`config.mk`:
```
export PLATFORM = sky130hd
export DESIGN_NAME = output_decimator
export DESIGN_NICKNAME = d
export VERILOG_FILES = /design/src/rtl/output_decimator_pkg.sv /design/src/rtl/output_decimator_fifo.sv /design/src/rtl/output_decimator.sv
export SDC_FILE = /design/constraint.sdc
export NUM_CORES = 1
export LEC_CHECK = 0
export BUFFER_PORTS_ARGS = -buffer_cell sky130_fd_sc_hd__buf_2
export CAP_MARGIN = 20
export CORE_MARGIN = 10
export CORE_UTILIZATION = 40
export CTS_BUF_LIST = sky130_fd_sc_hd__clkbuf_2
export DETAILED_ROUTE_END_ITERATION = 8
export GPL_ROUTABILITY_DRIVEN = 1
export PLACE_DENSITY_LB_ADDON = 0.05
export SETUP_SLACK_MARGIN = 0.2
export SYNTH_ARGS = -nofsm -noshare
export SYNTH_HDL_FRONTEND = slang
export SYNTH_SLANG_ARGS = --single-unit
```
`constraint.sdc`:
```
create_clock -name clk -period 4.5 [get_ports clk]
set_input_delay 0.675 -clock clk [delete_from_list [all_inputs] [get_ports clk]]
set_output_delay 0.675 -clock clk [all_outputs]
set_load 0.01 [all_outputs]
```
`src/rtl/output_decimator_pkg.sv`:
```
//----------------------------------------------------------------------------
// output_decimator_pkg
// Shared constants and types for the output decimator slice.
//   DEF_*            default widths and fixed-point formats of the datapath
//   decim_state_t    accumulation FSM states
//   round_shift()    right-shift that takes a block sum back to the output
//                    fixed-point format (divide by N and drop fraction bits)
//----------------------------------------------------------------------------
`timescale 1ns/1ps
package output_decimator_pkg;

   localparam int DEF_WORDLENGTH            = 14;
   localparam int DEF_FRACTIONAL_LENGTH     = 6;
   localparam int DEF_DECIM_LOG2            = 2;
   localparam int DEF_OUT_WORDLENGTH        = 10;
   localparam int DEF_OUT_FRACTIONAL_LENGTH = 2;

   typedef enum logic {
      ST_IDLE  = 1'b0,
      ST_ACCUM = 1'b1
   } decim_state_t;

   // Dividing by N and dropping the surplus fraction bits are both plain
   // right shifts, so they collapse into one shift amount.
   function automatic int round_shift(input int decim_log2,
                                      input int frac_len,
                                      input int out_frac_len);
      return decim_log2 + frac_len - out_frac_len;
   endfunction

endpackage

```
`src/rtl/output_decimator_fifo.sv`:
```
//----------------------------------------------------------------------------
// skid_fifo2
// Two-entry FIFO carrying a data word plus a one-bit user flag.
//   clk, arst_n          clock, asynchronous active-low reset
//   s_valid/s_ready      write side; s_ready is a flop (no path from m_ready)
//   s_data/s_user        write payload
//   m_valid/m_ready      read side
//   m_data/m_user        head entry, stable while m_valid && !m_ready
//----------------------------------------------------------------------------
`timescale 1ns/1ps
module skid_fifo2 #(
   parameter int DATA_W = 10
) (
   input  logic              clk,
   input  logic              arst_n,
   input  logic              s_valid,
   output logic              s_ready,
   input  logic [DATA_W-1:0] s_data,
   input  logic              s_user,
   output logic              m_valid,
   input  logic              m_ready,
   output logic [DATA_W-1:0] m_data,
   output logic              m_user
);

   logic [DATA_W-1:0] data_mem [2];
   logic [1:0]        user_mem;
   logic              wr_ptr;
   logic              rd_ptr;
   logic [1:0]        level;
   logic [1:0]        level_next;
   logic              push;
   logic              pop;

   assign push    = s_valid && s_ready;
   assign pop     = m_valid && m_ready;
   assign m_valid = (level != 2'd0);
   assign m_data  = data_mem[rd_ptr];
   assign m_user  = user_mem[rd_ptr];

   // Occupancy only moves when exactly one of push/pop happens; a
   // simultaneous push and pop leaves it where it is.
   always_comb begin
      level_next = level;
      if (push && !pop) begin
         level_next = level + 2'd1;
      end else if (pop && !push) begin
         level_next = level - 2'd1;
      end
   end

   // Storage, pointers and the registered ready. Ready is computed from the
   // next occupancy so it is already correct on the cycle after the change;
   // it stays low through reset and rises on the first edge afterwards.
   always_ff @(posedge clk or negedge arst_n) begin
      if (!arst_n) begin
         data_mem[0] <= '0;
         data_mem[1] <= '0;
         user_mem    <= '0;
         wr_ptr      <= 1'b0;
         rd_ptr      <= 1'b0;
         level       <= 2'd0;
         s_ready     <= 1'b0;
      end else begin
         if (push) begin
            data_mem[wr_ptr] <= s_data;
            user_mem[wr_ptr] <= s_user;
            wr_ptr           <= ~wr_ptr;
         end
         if (pop) begin
            rd_ptr <= ~rd_ptr;
         end
         level   <= level_next;
         s_ready <= (level_next != 2'd2);
      end
   end

endmodule

```
`src/rtl/output_decimator.sv`:
```
//----------------------------------------------------------------------------
// output_decimator
// Sums blocks of N = 2^DECIM_LOG2 signed samples, rounds the sum (half up)
// to the output fixed-point format, saturates it and queues it in a
// two-entry output FIFO.
//   clk, arst_n                   clock, asynchronous active-low reset
//   clr                           drop the partially accumulated block
//   s_tdata/s_tvalid/s_tready     input samples, Q(W-F).F signed
//   m_tdata/m_tuser/m_tvalid/
//   m_tready                      output words, m_tuser = saturated
//----------------------------------------------------------------------------
`timescale 1ns/1ps
module output_decimator
   import output_decimator_pkg::*;
#(
   parameter int WORDLENGTH            = DEF_WORDLENGTH,
   parameter int FRACTIONAL_LENGTH     = DEF_FRACTIONAL_LENGTH,
   parameter int DECIM_LOG2            = DEF_DECIM_LOG2,
   parameter int OUT_WORDLENGTH        = DEF_OUT_WORDLENGTH,
   parameter int OUT_FRACTIONAL_LENGTH = DEF_OUT_FRACTIONAL_LENGTH
) (
   input  logic                      clk,
   input  logic                      arst_n,
   input  logic                      clr,
   input  logic [WORDLENGTH-1:0]     s_tdata,
   input  logic                      s_tvalid,
   output logic                      s_tready,
   output logic [OUT_WORDLENGTH-1:0] m_tdata,
   output logic                      m_tuser,
   output logic                      m_tvalid,
   input  logic                      m_tready
);

   localparam int ACC_W = WORDLENGTH + DECIM_LOG2 + 1;
   localparam int SHIFT = round_shift(DECIM_LOG2, FRACTIONAL_LENGTH,
                                      OUT_FRACTIONAL_LENGTH);
   localparam int N     = 1 << DECIM_LOG2;

   localparam logic [DECIM_LOG2-1:0] LAST_COUNT = DECIM_LOG2'(N - 1);

   // Rounding and clamping run one bit wider than the accumulator so the
   // half-LSB offset can never wrap a large positive sum negative.
   localparam logic signed [ACC_W:0] ROUND_HALF =
      {{ACC_W{1'b0}}, 1'b1} << (SHIFT - 1);
   localparam logic signed [ACC_W:0] OUT_MAX =
      {{(ACC_W - OUT_WORDLENGTH + 2){1'b0}}, {(OUT_WORDLENGTH - 1){1'b1}}};
   localparam logic signed [ACC_W:0] OUT_MIN =
      {{(ACC_W - OUT_WORDLENGTH + 2){1'b1}}, {(OUT_WORDLENGTH - 1){1'b0}}};

   decim_state_t              state;
   decim_state_t              next_state;
   logic [DECIM_LOG2-1:0]     count;
   logic signed [ACC_W-1:0]   acc;
   logic signed [ACC_W-1:0]   sample_ext;
   logic signed [ACC_W-1:0]   sum_next;
   logic signed [ACC_W:0]     sum_round;
   logic signed [ACC_W:0]     sum_shift;
   logic [OUT_WORDLENGTH-1:0] sat_data;
   logic                      sat_flag;
   logic                      accept;
   logic                      last_sample;
   logic                      push;
   logic                      acc_clear;
   logic                      acc_load;

   assign accept      = s_tvalid && s_tready;
   assign last_sample = accept && (count == LAST_COUNT);
   assign sample_ext  = {{(ACC_W - WORDLENGTH){s_tdata[WORDLENGTH-1]}}, s_tdata};
   assign sum_next    = acc + sample_ext;
   assign sum_round   = {sum_next[ACC_W-1], sum_next} + ROUND_HALF;
   assign sum_shift   = sum_round >>> SHIFT;

   // The completed block sum goes straight through rounding and clamping
   // into the FIFO, so the word is visible one cycle after the last sample.
   always_comb begin
      sat_data = sum_shift[OUT_WORDLENGTH-1:0];
      sat_flag = 1'b0;
      if (sum_shift > OUT_MAX) begin
         sat_data = OUT_MAX[OUT_WORDLENGTH-1:0];
         sat_flag = 1'b1;
      end else if (sum_shift < OUT_MIN) begin
         sat_data = OUT_MIN[OUT_WORDLENGTH-1:0];
         sat_flag = 1'b1;
      end
   end

   // Accumulation FSM state register.
   always_ff @(posedge clk or negedge arst_n) begin
      if (!arst_n) begin
         state <= ST_IDLE;
      end else begin
         state <= next_state;
      end
   end

   // Next state: clr always wins; otherwise a block opens on its first
   // sample and closes on its N-th.
   always_comb begin
      next_state = state;
      if (clr) begin
         next_state = ST_IDLE;
      end else begin
         case (state)
            ST_IDLE:  if (accept && !last_sample) next_state = ST_ACCUM;
            ST_ACCUM: if (last_sample)            next_state = ST_IDLE;
            default:  next_state = ST_IDLE;
         endcase
      end
   end

   // Datapath controls. A sample arriving together with clr is dropped
   // along with the partial block; the last sample of a block pushes the
   // result and restarts the count with no idle cycle in between.
   always_comb begin
      push      = 1'b0;
      acc_clear = 1'b0;
      acc_load  = 1'b0;
      if (clr) begin
         acc_clear = 1'b1;
      end else if (accept) begin
         if (last_sample) begin
            push      = 1'b1;
            acc_clear = 1'b1;
         end else begin
            acc_load = 1'b1;
         end
      end
   end

   // Running sum and sample count of the open block.
   always_ff @(posedge clk or negedge arst_n) begin
      if (!arst_n) begin
         acc   <= '0;
         count <= '0;
      end else if (acc_clear) begin
         acc   <= '0;
         count <= '0;
      end else if (acc_load) begin
         acc   <= sum_next;
         count <= count + 1'b1;
      end
   end

   // Input ready comes from the FIFO's registered ready, so a block can
   // only complete when there is room for its result.
   skid_fifo2 #(
      .DATA_W (OUT_WORDLENGTH)
   ) u_fifo (
      .clk     (clk),
      .arst_n  (arst_n),
      .s_valid (push),
      .s_ready (s_tready),
      .s_data  (sat_data),
      .s_user  (sat_flag),
      .m_valid (m_tvalid),
      .m_ready (m_tready),
      .m_data  (m_tdata),
      .m_user  (m_tuser)
   );

endmodule
```
==> results, run 1 <==
- The run finished with clean final reports.
- Setup violations remaining at the end of the flow were counted as 0.
- The number of register bits inferred by synthesis is 46.
- Of the cells placed in the final design, the portion with a size suffix greater than 1 is 21.01%.
- The pre-antenna-repair detailed-routing pass consisted of 4 iterations.
- The library cell appearing most often on the critical path is ha_1.
- The biggest fanout along the worst timing path is 16.
- The worst-case setup margin in the final layout is about 1 ns.
- Traced cell by cell, the critical path runs through ha_1, inv_1, fa_1, nand2b_1, a21o_4, a211oi_4, ha_1, o221ai_2, nor4_4, a211oi_2, a21oi_2, buf_4, a31oi_1.
- The number of warning messages in the yosys log is 0.
- The cell area after layout is 0.003518 sq mm.
- The global router's overall resource usage is 14.14%.
- After detailed routing, the total wire length is approximately 8000 um.
- The post-route non-filler standard cell count is 478.
- In this design, the stage delay of the slowest critical-path cell is ~0.48 ns.
- In this run the worst hold path is classified as input port to asynchronous set/reset pin.
- The xor/xnor cell area share of the yosys netlist is 5.451%.
- A synthesized cell averages 9.275 sq um.
- The H-tree depth reported by CTS is 2.
- The cell area reported after detailed placement is 0.003451 sq mm.
- The area added between synthesis and finish is 10.27%.
- The type of element capturing the critical path is a register.
- The initial antenna violation count was 0.
- The worst setup path is launched from a register.
- The leading register cell type out of synthesis is dfrtp_1.
- The complex-gate fraction of the synthesized area is 25.49%.
- The initial utilization of the core area, before any placement, comes to 41.29%.
- 32 I/O pins were placed.
- The DRC violation total after the first TritonRoute iteration is 115.
- When the netlist entered floorplanning its net count stood at 383.
- The overall via count from detail_route is ~2,600.
- After global routing the overflow that remains totals 0.
- The clock reaches the later pin of the worst-skew pair after 0.43 ns.
- The routed design uses 3806 um of met2 wire.
- The tool flagged a number of max-cap violations equal to 0.
- The setup slack after placement is about 0.64 ns.
- The category of the most critical setup path is register to register.
- The number of buffers created by CTS is 5.
- Wire segments on met3 add up to ~420 um in the final route.
- The number of antenna cells inserted is 0.
- For this block, wires on met1 add up to 3679 um.
- The tightest slew margin relative to the limit is 54.09%.
- The post-layout minimum cycle time is between 3 and 4 ns.
- The worst-case clock buffer depth is 2.
- The CTS tree is yes.
- The completed layout was analyzed and its total power is 1916 uW.
- The clock sink count is 46.
- The post-cts gate resize count is 0.
- The via count of the first global-routing pass was 2,706.
- The count of hold-fix buffers inserted at cts is 0.
- The standby leakage power is approximately 0.0016 uW.
- The library cell used most frequently in the layout, excluding fill and tap cells, is dfrtp_1.
- The mapped cell area is 0.003191 sq mm.
- Data arrives at the worst endpoint at 3.79 ns.
- Routability-driven placement finished with a final weighted congestion of 0.8245.
- Dividing the detail-routed wire length by the instance count gives between 15 and 20 um.
- The buffer count from post-CTS setup fixing is 0.
- For this run, the register share of the synthesized area comes to 36.08%.
- Of all flip-flops after synthesis, the portion carrying an async set or reset was 100.0%.
- The critical path contains buffers and inverters numbering 2 combined.
- After detailed routing, the number of remaining DRC violations is 0.
- The maximum clock frequency is ~0.29 GHz.
- The post-detailed-route count of antenna-violating nets is 0.
- For this run, the post-layout net count is 414.
- Including well taps, the total number of placed cells is 470.
- In this run the vertical extent of the chip is 109.3 um.
- The library cell used as clock root buffer is clkbuf_2.
- The clock input transition at the sequential cells of the worst setup and hold paths is 0.27 ns.
- During placement, the flow inserted port buffers numbering 31.
- In this run the power density over the cells is around 540 mW/mm^2.
- For the final routed database, the setup TNS stands at 0 ns.
- The routed via count divided by cell count is between 5 and 6.
- The post-detailed-placement half-perimeter wirelength is between 5000 and 6000 um.
- The placeable core area is 0.007727 sq mm.
- The clock tree skew after final layout is approximately 0.02 ns.
- The die covers 0.01195 sq mm.
- The synthesized netlist devotes between 10% and 20% of its cell area to simple gates.
- The die is 109.3 um wide.
- By area, the combinational part of the netlist is dominated by compound AO/OA/AOI/OAI gates.
- VDD sags by at most 229.6 uV.
- The first-pass GRT wire length is 13,690 um.
- For the worst setup path, the data required time is 4.80 ns.
- The transition time at the pin with the least slew margin is 0.6887 ns.
- The floorplan has 32 rows.
- Yosys mapped a number of flops with a built-in enable equal to 0.
- Entering global routing, the biggest net connects 30 pins.
- The count of endpoints failing hold in the final timing report is 0.
- In the layout the commonest cells are dfrtp_1, nand2_1, buf_2.
- The synthesized instance count is around 340.
- After Yosys synthesis, full adders, half adders and majority gates account for 8.078% of the synthesized area.
- The count of cell types in the netlist is between 50 and 60.
- The max-slew violation count is 0.
- The multiplexer share of the synthesized area is 4.196%.
- The highest-delay cell along the critical path is nor4_4.
- The cell family with the largest share of critical-path delay is compound AO/OA/AOI/OAI gates.
- The highest metal layer used by the detailed router is met4.
- The post-route fraction of the period consumed by the critical path is 77.47%.
- Setup repair after global routing left no endpoint under its margin.
-- path summary, 6_finish.rpt --
kind / to / cells past startpoint / slack [ns] / from
worst min-delay path: acc[9] / 1 / 0.15 / arst_n
max in group asynchronous: acc[8] / 2 / 3.58 / arst_n
worst max register to register: u_fifo.user_mem[1] / 13 / 1.01 / acc[0]
worst min register to register: count[0] / 1 / 0.52 / count[0]
min in group clk: u_fifo.rd_ptr / 3 / 0.51 / m_tready
worst max-delay path: u_fifo.user_mem[1] / 13 / 1.01 / acc[0]
-- sequential cells by signal, summed over array words and instances, names as in the netlist --
register         flops
u_fifo.data_mem     20
acc                 17
count                2
u_fifo.level         2
u_fifo.user_mem      2
u_fifo.rd_ptr        1
u_fifo.s_ready       1
u_fifo.wr_ptr        1
-- cell type report --
class / count / area (sq um)
clock buffer: 6 / 30.03
clock inverter: 2 / 37.54
fill: 773 / 4209
inverter: 16 / 60.06
multi-input combinational: 268 / 1904
sequential: 46 / 1151
tap: 102 / 127.6
timing repair buffer: 38 / 207.7
-- cell usage after synthesis (7+ instances only) --
library cell	instances	area [sq um]
inv_1	16	60.06
a21oi_1	14	70.07
xnor2_1	13	113.9
clkbuf_1	8	30.03
a31oi_1	17	106.4
nand3_1	7	35.03
ha_1	19	237.7
nor2_1	30	112.6
dfrtp_1	46	1151
nand2_1	39	146.4
a22o_1	7	61.31
mux2_2	11	123.9
o21ai_0	18	90.09
-- metal layers --
layer  track usage [%]  vias up
met1             18.39     1232
met5                 0        -
met4             3.067        0
met3             2.809        7
li1                  -     1327
met2             23.78       61
-- power breakdown --
group          switching [uW]  internal (uW)  total, uW
logic                     644            431       1070
registers                79.0            517        596
clock network             150           95.8        246
-- metrics by stage --
| step | utilization, % | hold slack, ns |
|---|---|---|
| 2_1_floorplan | - | 0.3794 |
| 3_3_place_gp | 44.66 | 0.4679 |
| 3_5_place_dp | 44.66 | 0.4753 |
| 4_1_cts | 45.53 | 0.1467 |
| 5_1_grt | 45.53 | 0.1399 |
| 6_report | 45.53 | 0.1459 |
-- logic make-up after synthesis --
| family | count (synthesis) |
|---|---|
| AO/OA/AOI/OAI | 108 |
| buffers and inverters | 30 |
| flip-flops | 46 |
| AND/OR/NAND/NOR | 109 |
| adder cells (fa/ha/maj) | 20 |
| multiplexers | 12 |
| XOR/XNOR | 19 |
-- worst reg2reg max path, stage by stage (launching register included) --
cell and delay, ns:
dfrtp_1 0.42, ha_1 0.20, inv_1 0.06, fa_1 0.37, nand2b_1 0.23, a21o_4 0.27, a211oi_4 0.27, ha_1 0.25
o221ai_2 0.16, nor4_4 0.48, a211oi_2 0.16, a21oi_2 0.14, buf_4 0.22, a31oi_1 0.12
Note: power is estimated with default switching activity, not from simulation.
==> run 2: changes to the inputs <==
==> constraint.sdc (replaced) <==
create_clock -name clk -period 3.37 [get_ports clk]
set_input_delay 0.5055 -clock clk [delete_from_list [all_inputs] [get_ports clk]]
set_output_delay 0.5055 -clock clk [all_outputs]
set_load 0.01 [all_outputs]
==> run 2 against run 1 <==
Compared with the run above:
- clock power grew 57%
- setup slack got worse by 0.82 ns
- final cell count grew 6.1%
- non-clock buffer count is 29 higher
- wire length grew 3.5%
- sequential power is 34% higher
- maximum frequency rose by 9.8%
- power is 56% higher
- core utilization increased by 5.8 points
- worst hold slack improved by 0.19 ns
- flip-flop and latch count did not move
- largest power group unchanged
==> results, run 2 (synthesized netlist as in run 1, its figures left out) <==
- The via count of the first global-routing pass came to ~2,800.
- The post-route non-filler standard cell count is between 500 and 600.
- Leaving out fill and tap cells, the most frequent cells in the layout are dfrtp_1, nand2_1, buf_4.
- The fraction of layout cells with a size suffix above 1 is 31.36%.
- The reported max-cap violation count is 0.
- Relative to the synthesized area, the layout overhead comes to 24.27%.
- The worst pin sits at a relative slew slack of 38.67%.
- The clock tree synthesis step divided the H-tree into 2 levels.
- The biggest fanout along the worst timing path is 8.
- After routing, the total negative slack on setup checks comes to 0 ns.
- The worst setup slack for register-to-register paths is 0.19 ns.
- In this run switching power makes up 42.98% of total power.
- For this design the top-level I/O count stands at 32.
- The DRC violation total after the first TritonRoute iteration is a little over 90.
- After global routing the overflow that remains totals 0.
- The count of cells along the worst hold path is 3.
- The post-detailed-route count of antenna-violating nets is 0.
- The count of endpoints failing hold in the final timing report came to 0.
- The first detailed-routing pass ran for 4 iterations.
- The clock period could shrink to 3.175 ns.
- The register with the most flip-flops in the layout has 20 of them.
- The post-route fraction of the period consumed by the critical path is 94.23%.
- The initial antenna violation count is 0.
- In this run the critical register-to-register path is launched from acc[0].
- STA classifies the critical path endpoint as a register.
- Clock tree synthesis found a total of 46 sinks.
- Setup repair after global routing could not meet its margin everywhere.
- Wires add up to 8255 um.
- Clock skew on the completed layout was measured at 0.009996 ns.
- The worst setup path is launched from a register.
- The total design power is 2995 uW.
- Setup violations remaining at the end of the flow were counted as 0.
- The data required time of the critical path is 3.67 ns.
- Input and output buffers added on the ports amount to 31.
- Entering global routing, the biggest net connects 33 pins.
- The reg-to-reg endpoint is u_fifo.data_mem[11].
- The number of placed instances, taps included is 493.
- Across the VDD grid, the largest voltage drop is 378.7 uV.
- The starting utilization of the core area is 41.29%.
- The number of fillers in the final layout is 766.
- The global router's overall resource usage is 14.51%.
- The clock input transition at the sequential cells of the worst setup and hold paths is 0.24 ns.
- STA puts the critical path data arrival time at 3.47 ns.
- The power per cell area is 755.3 mW/mm^2.
- The number of rows created at floorplan is 32.
- The routed length per instance is ~16 um.
- The share of total power dissipated in the clock network is 12.9%.
- The first global-routing pass estimated 14,050 um of wire.
- The type of the worst min-delay path is input port to register.
- The flow ran to the end, and the final reports show no timing, DRC or antenna violations.
- In the final layout, the registers with the most flip-flops are u_fifo.data_mem: 20 flops, acc: 17 flops.
- The post-detailed-placement half-perimeter wirelength is about 6200 um.
- The share of power burned in registers is between 20% and 30%.
- At the later pin of the worst-skew pair, clock insertion delay measures around 0.43 ns.
- The die boundary width is 109.3 um.
- Once layout is complete, the utilization of the core stands at 51.31%.
- TritonCTS built the clock tree.
- The depth of the most critical reg-to-reg path is 14.
- The DRC violations left is 0.
- The register with the highest flop count is u_fifo.data_mem.
- The max-slew violation count is 0.
- The end point of the most critical hold path is u_fifo.rd_ptr.
- The worst setup path is of the register to register kind.
- After detailed routing, the number of vias per cell comes to 5.422.
- The net switching component of the power is 1287 uW.
- The part of the power in combinational logic is 60.5%.
- For this block, the via count after detailed routing is 2,749.
- The maximum clock frequency is 0.3149 GHz.
- The internal cell power is between 1500 and 2000 uW.
- The most critical setup path has its startpoint at acc[0].
- The repair_antennas step left the layout with diodes totalling 0.
- The die covers about 0.012 sq mm.
- The transition time at the pin with the least slew margin is 0.9165 ns.
- Summed over all cells, the static leakage comes to 0.001837 uW.
- Leaving out fill and tap cells, the most frequent cell in the layout is dfrtp_1.
- The number of buffers created by CTS is 5.
- The die outline height is 109.3 um.
- The worst hold-check slack is 0.3353 ns.
- The worst-case clock buffer depth is 2.
- The library cell used as clock root buffer is clkbuf_2.
- The congestion estimate from routability-driven global placement came to a little over 0.8.
- At the end of the flow, the number of nets in the layout was 443.
- The placeable core area is 0.007727 sq mm.
- The worst hold path startpoint is m_tready.
run 2: cell types whose count changed in the layout (fill, tap and decap cells not counted), sizes merged:
| cell | previous run | this run |
|---|---|---|
| buf | 38 | 65 |
| bufinv | 1 | 2 |
| clkinv | 0 | 1 |
| clkinvlp | 1 | 0 |
| dlygate4sd3 | 0 | 1 |
run 2: metal layers:
metal / wire length [um] / share of wire (%) / vias to the layer above / global-route usage, %
met4: 95 / 1.2 / 0 / 3.717
li1: - / - / 1386 / -
met3: 371 / 4.5 / 8 / 2.926
met2: 3877 / 47 / 54 / 23.22
met1: 3910 / 47 / 1301 / 19.60
met5: 0 / 0 / - / 0
run 2: area by class of cell:
type                            count  area (sq um)  area share, %
Clock inverter                      3         63.81          1.609
Timing Repair Buffer               67         470.5          11.86
Inverter                           16         60.06          1.515
Multi-Input combinational cell    268          2067          52.13
Clock buffer                        5         25.02         0.6311
Tap cell                          102         127.6          3.219
Sequential cell                    46          1151          29.03
run 2: power groups by stage:
stage | logic [uW] | clock network [uW] | registers [uW]
floorplan | 1130 | 0 | 766
finish | 1810 | 385 | 798
detailed placement | 1620 | 0 | 811
CTS | 1640 | 401 | 800
global placement | 1610 | 0 | 805
global route | 2020 | 421 | 822
run 2: how the worst max path moves through the flow:
| stage | end | slack, ns | cells after the start |
|---|---|---|---|
| 2_1_floorplan | u_fifo.data_mem[11] | 0.20 | 13 |
| 3_3_place_gp | u_fifo.data_mem[0] | 0.07 | 12 |
| 3_5_place_dp | u_fifo.data_mem[0] | -0.002 | 14 |
| 4_1_cts | u_fifo.data_mem[0] | 0.20 | 13 |
| 5_1_grt | u_fifo.user_mem[0] | 0.03 | 14 |
| 6_report | u_fifo.data_mem[11] | 0.19 | 14 |
run 2: per-stage QoR:
stage               setup WS, ns  area [sq um]
floorplan                 0.2003          3209
detailed placement     -0.002109          3667
finish                    0.1946          3965
global route             0.02746          3965
global placement         0.06555          3647
CTS                       0.2000          3775
run 2: worst max-delay path, cell delays in order, from the launching register on:
cell and delay (ns):
dfrtp_1 0.41, ha_2 0.19, inv_2 0.04, fa_2 0.34, nand2b_4 0.15, a21o_4 0.23, a211oi_4 0.31, ha_2 0.27
o221ai_4 0.13, nor4_4 0.25, buf_4 0.18, a211oi_4 0.08, a21oi_4 0.20, clkbuf_16 0.19, a31oi_1 0.07
run 2: what timing repair did:
| item | in CTS | in global routing |
|---|---|---|
| endpoints found under the setup margin | 3 | 22 |
| gates resized for setup | 1 | 25 |
| setup buffers | 0 | 4 |
| hold endpoints to repair | 14 | 0 |
| pin swaps | 0 | 10 |
| hold buffers | 1 | 0 |
| cloned | 0 | 1 |
